### config.mk
export PLATFORM = sky130hd
export DESIGN_NAME = sensor_frame_sequencer
export DESIGN_NICKNAME = d
export VERILOG_FILES = /design/src/rtl/sensor_frame_sequencer.sv
export SDC_FILE = /design/constraint.sdc
export NUM_CORES = 1
export LEC_CHECK = 0
export CAP_MARGIN = 15
export CORE_UTILIZATION = 36
export CTS_BUF_LIST = sky130_fd_sc_hd__clkbuf_2
export CTS_CLUSTER_DIAMETER = 120
export DETAILED_ROUTE_END_ITERATION = 8
export GPL_TIMING_DRIVEN = 0
export HOLD_SLACK_MARGIN = 0.08
export PLACE_DENSITY = 0.61
export SYNTH_ARGS = -nofsm -noshare
export SYNTH_HDL_FRONTEND = slang
export SYNTH_SLANG_ARGS = --single-unit
### constraint.sdc
create_clock -name sensor_clk -period 8.9 [get_ports sensor_clk]
set_input_delay 2.225 -clock sensor_clk [delete_from_list [all_inputs] [get_ports sensor_clk]]
set_output_delay 2.225 -clock sensor_clk [all_outputs]
set_load 0.02 [all_outputs]
### src/rtl/sensor_frame_sequencer.sv
// Frame sequencer: paces producer requests into IMG_W x IMG_H frames with blanking,
// catches the unstallable producer output in a 2-entry skid buffer, re-emits with sof/eol/eof.
module sensor_frame_sequencer #(
  parameter int IMG_W   = 32,
  parameter int IMG_H   = 32,
  parameter int H_BLANK = 4,
  parameter int V_BLANK = 16
) (
  input  logic        sensor_clk,
  input  logic        rst_n,
  input  logic        start,
  input  logic        stop,
  input  logic [15:0] num_frames,
  output logic        prod_ready,
  input  logic        prod_valid,
  input  logic [7:0]  prod_pixel,
  output logic [7:0]  out_pixel,
  output logic        out_valid,
  input  logic        out_ready,
  output logic        out_sof,
  output logic        out_eol,
  output logic        out_eof,
  output logic        busy,
  output logic [15:0] frame_cnt,
  output logic        err_ovf
);

  typedef enum logic [1:0] {IDLE, ACTIVE, HBLANK, VBLANK} state_t;
  typedef struct packed {
    logic [7:0] pix;
    logic       sof;
    logic       eol;
    logic       eof;
  } ent_t;

  localparam logic [15:0] COL_LAST = 16'(IMG_W - 1);
  localparam logic [15:0] ROW_LAST = 16'(IMG_H - 1);
  localparam logic [15:0] HB_LAST  = 16'((H_BLANK > 0) ? H_BLANK - 1 : 0);
  localparam logic [15:0] VB_LAST  = 16'((V_BLANK > 0) ? V_BLANK - 1 : 0);

  state_t      state, state_n;
  logic [15:0] req_col, req_row, rx_col, rx_row, bcnt, num_q;
  logic        stop_pend, ready_q;
  logic [1:0]  occ;
  ent_t [1:0]  slot;
  ent_t        ent_w;
  logic        pop, credit, last_col, last_row, exit_vb, exit_now;
  logic [2:0]  occ_proj;

  // Projected occupancy counts the request still in flight, so a full buffer never gets a third pixel.
  assign pop      = out_valid && out_ready;
  assign occ_proj = {1'b0, occ} - {2'b0, pop} + {2'b0, ready_q};
  assign credit   = occ_proj < 3'd2;
  assign last_col = req_col == COL_LAST;
  assign last_row = req_row == ROW_LAST;
  assign exit_vb  = stop_pend || stop || (num_q != 16'd0 && frame_cnt == num_q);
  assign exit_now = stop_pend || stop || (num_q != 16'd0 && frame_cnt + 16'd1 == num_q);

  always_ff @(posedge sensor_clk or negedge rst_n)
    if (!rst_n) state <= IDLE;
    else        state <= state_n;

  always_comb begin
    state_n = state;
    case (state)
      IDLE:   if (start) state_n = ACTIVE;
      ACTIVE: if (prod_ready && last_col) begin
        if (!last_row)         state_n = (H_BLANK == 0) ? ACTIVE : HBLANK;
        else if (V_BLANK != 0) state_n = VBLANK;
        else if (exit_now)     state_n = IDLE;
      end
      HBLANK: if (bcnt == HB_LAST) state_n = ACTIVE;
      VBLANK: if (bcnt == VB_LAST) state_n = exit_vb ? IDLE : ACTIVE;
      default: state_n = IDLE;
    endcase
  end

  always_comb begin
    prod_ready = (state == ACTIVE) && credit;
    busy       = state != IDLE;
  end

  always_ff @(posedge sensor_clk or negedge rst_n) begin
    if (!rst_n) begin
      num_q     <= '0;
      frame_cnt <= '0;
      stop_pend <= 1'b0;
      req_col   <= '0;
      req_row   <= '0;
      bcnt      <= '0;
      ready_q   <= 1'b0;
    end else begin
      ready_q <= prod_ready;
      bcnt    <= ((state == HBLANK || state == VBLANK) && state_n == state) ? bcnt + 16'd1 : '0;
      if (state == IDLE) begin
        if (start) begin
          num_q     <= num_frames;
          frame_cnt <= '0;
          stop_pend <= 1'b0;
          req_col   <= '0;
          req_row   <= '0;
        end
      end else if (stop) begin
        stop_pend <= 1'b1;
      end
      if (prod_ready) begin
        if (last_col) begin
          req_col <= '0;
          req_row <= last_row ? '0 : req_row + 16'd1;
          if (last_row) frame_cnt <= frame_cnt + 16'd1;
        end else begin
          req_col <= req_col + 16'd1;
        end
      end
    end
  end

  assign ent_w.pix = prod_pixel;
  assign ent_w.sof = (rx_col == 16'd0) && (rx_row == 16'd0);
  assign ent_w.eol = rx_col == COL_LAST;
  assign ent_w.eof = (rx_col == COL_LAST) && (rx_row == ROW_LAST);

  // Receive counters track every producer beat, including dropped ones, to stay frame-aligned.
  always_ff @(posedge sensor_clk or negedge rst_n) begin
    if (!rst_n) begin
      rx_col <= '0;
      rx_row <= '0;
    end else if (prod_valid) begin
      if (rx_col == COL_LAST) begin
        rx_col <= '0;
        rx_row <= (rx_row == ROW_LAST) ? '0 : rx_row + 16'd1;
      end else begin
        rx_col <= rx_col + 16'd1;
      end
    end
  end

  // slot[0] is always the head; slot[1] only holds data when occ==2.
  always_ff @(posedge sensor_clk or negedge rst_n) begin
    if (!rst_n) begin
      slot    <= '0;
      occ     <= '0;
      err_ovf <= 1'b0;
    end else if (pop && prod_valid) begin
      if (occ == 2'd2) begin
        slot[0] <= slot[1];
        slot[1] <= ent_w;
      end else begin
        slot[0] <= ent_w;
      end
    end else if (pop) begin
      slot[0] <= slot[1];
      occ     <= occ - 2'd1;
    end else if (prod_valid) begin
      if (occ == 2'd0) begin
        slot[0] <= ent_w;
        occ     <= 2'd1;
      end else if (occ == 2'd1) begin
        slot[1] <= ent_w;
        occ     <= 2'd2;
      end else begin
        err_ovf <= 1'b1;
      end
    end
  end

  assign out_valid = occ != 2'd0;
  assign out_pixel = slot[0].pix;
  assign out_sof   = slot[0].sof;
  assign out_eol   = slot[0].eol;
  assign out_eof   = slot[0].eof;

endmodule

==> impl_metrics.tcl <==
set metrics [dict create \
    tns_ns 0 \
    worstRegToRegCells 14 \
    clk_pin_slew_ns 0.20 \
    clk_latency_ns 0.72 \
    synth_top_area_share_pct 49.1 \
    syn-num-nets 800 \
    antenna_found_initial 1 \
    row_count 51 \
    report.final.setup_viol 0 \
    slew_violations 0 \
    cts_tree "done" \
    crit_required_ns 6.68 \
    critical_path_peak_fanout 8 \
    fillers 1976 \
    grt_pass1_vias 5405 \
    avgViaCountPerCell 5.15 \
    r2r-start "occ[1]" \
    layout_worst_path_cycle_share_pct 82.9 \
    hold_depth 1 \
    worstPathArrival_ns 5.15 \
    cts_setup_buffers 0 \
    async_flop_share_pct 100 \
    p_leak_nw 3.68 \
    rsz0062_at_grt "false" \
    worst_hold_path_type "reg2reg" \
    yosys_warnings 0 \
    start_util_pct 36.8 \
    relSlewSlack_pct 43.0 \
    nets 880 \
    wire_per_inst_um 14.5 \
    maxCapViolCount 0 \
    num_io_pins 61 \
    fin_worst_skew_ns 0.0285 \
    clockBufferDepth 2 \
    hold_viol 0 \
    placed_area_sq_um 8150 \
    layout_setup_ws_ns 1.52 \
    htreeDepth 4 \
    min_from "rx_col[15]" \
    synthTopCellsByArea "dfrtp_1 49%, nand2_1 5.9%, xor2_1 4.5%" \
    max_freq_ghz 0.136 \
    ys_seq_area_share_pct 49.1 \
    post-route-min-period_ns 7.38 \
    utilization_pct 43.2 \
    rrSetupSlack_ns 5.00 \
    yosys.cell_types.count 50 \
    ant_nets 0 \
    die_h_um 143 \
    post-synth-top-count-cell "dfrtp_1" \
    grt_usage_pct 17.0 \
    port_buffers 60 \
    synth_edf_count 0 \
    total_power_mw 1.78 \
    synth_area_leader_cell "dfrtp_1" \
    drive_above_1_share_pct 7.87 \
    critPathKind "in2out" \
    placedCellCount 1084 \
    wirelength_um 16200 \
    status "completed" \
    ys_ff_latch 141 \
    final_cell_area_sq_um 8440 \
    synth_common_cells "141 x dfrtp_1, 114 x nand2_1, 62 x o21ai_0" \
    syn_avg_cell_area_sq_um 9.49 \
    overflow 0 \
    worst_pin_slew_ns 0.854 \
    cts_num_sinks 141 \
    cts_root_buffer "clkbuf_2" \
    cp-start-kind "primary input" \
    grt_max_degree 93 \
    crit-reg2reg-capture "req_row[10]" \
    post-route-drc-count 0 \
    syn-cell-area_sq_um 7190 \
    syn2layout_area_growth_pct 17.4 \
    postSynthCellCount 758 \
    num_vias 5753 \
    cp-end-kind "output port" \
    die-area_sq_um 20500 \
    first_pass_iters 7 \
    hpwl_um 11300 \
    holdWs_ns 0.483 \
    drt_iter0_drc 270 \
    grt_pass1_wl_um 27400 \
    core_area_sq_um 19500 \
    layout.cells.non_filler 1117 \
    cts_resized 0 \
    synth_flop_cell "dfrtp_1" \
    worstHoldEndpoint "rx_col[15]" \
    cts_buffers 17 \
    cts_hold_buf 0 \
    place.gp.congestion 0.822 \
    dieWidth_um 143 \
    ir_drop_mv 0.139 \
    pre_cts_ws_ns 1.51 \
    cellPowerDensity_nw_per_um2 211 \
]
-- worst max-delay path by stage --
stage	from	end	slack, ns	cells past startpoint
after global routing	out_ready	prod_ready	1.36	9
after global placement	rst_n	req_row[8]	-0.28	1
after detailed placement	out_ready	prod_ready	1.51	9
final	out_ready	prod_ready	1.52	9
after floorplan	out_ready	prod_ready	3.02	7
after CTS	out_ready	prod_ready	1.50	9
-- area by class of cell --
cell class	count	area [sq um]	share of cell area (%)
multi-input combinational	558	3400	40.2
clock inverter	15	201	2.39
sequential	141	3530	41.8
tap	265	332	3.93
antenna	1	2.50	0.0296
clock buffer	17	85.1	1.01
buffer	33	170	2.02
inverter	26	97.6	1.16
timing repair buffer	61	629	7.46
-- per-layer routing --
metal / up-vias / share of wire [%] / track usage [%]
li1: 2833 / - / -
met1: 2789 / 51 / 24.8
met2: 118 / 44 / 24.9
met3: 13 / 4.5 / 4.10
met4: 0 / 0.93 / 5.04
met5: - / 0 / 0
-- logic make-up (layout without fill, tap and decap cells) --
group                    count (synthesis)  count (layout)  share of synthesized area (%)
buffers and inverters                   59             152                           3.72
AO/OA/AOI/OAI                          107             107                           8.46
XOR/XNOR                                64              64                           7.79
multiplexers                            33              33                           4.82
adder cells (fa/ha/maj)                 12              12                           2.19
other                                    0               1                              0
AND/OR/NAND/NOR                        342             342                           24.0
flip-flops                             141             141                           49.1
-- worst max-delay path, stage by stage --
cell and delay [ns]:
clkdlybuf4s50_1 0.55, nor2b_1 0.29, and2_1 0.21, o21ai_0 0.12, fa_1 0.38, xnor2_1 0.21
nand4_1 0.16, inv_1 0.29, clkdlybuf4s50_1 0.71
-- sequential cells by signal (all words and copies together), names as in the netlist, 8 cells and up --
name and cells:
req_row 16, frame_cnt 16, req_col 16, slot 11, num_q 16, rx_row 16, bcnt 16, out_pixel 8
rx_col 16
-- placed cells by master, fill, tap and decap left out, types with 3 or more instances in the layout --
cell,n
o31ai_1,4
nor4_2,3
or3_1,6
clkbuf_1,15
nand4_1,33
nor2_1,49
inv_1,26
nand3_1,43
a22o_1,5
clkdlybuf4s50_1,59
a21oi_1,18
clkbuf_2,17
nor4_1,24
dfrtp_1,141
buf_4,8
o211ai_1,3
buf_2,7
ha_1,11
xnor2_1,27
xor2_1,37
clkinv_1,4
and4_1,6
and3_1,20
o21ai_0,62
mux2i_1,20
or2_2,3
nor2b_1,4
or4_1,3
bufinv_16,5
clkinv_2,4
nand2_1,114
mux2_2,13
nor3_1,21
-- where the power goes --
group / internal [mW] / switching (mW)
logic: 0.222 / 0.302
registers: 0.733 / 0.0776
clock network: 0.207 / 0.236
total: 1.16 / 0.615
Note: power is estimated with default switching activity, not from simulation.
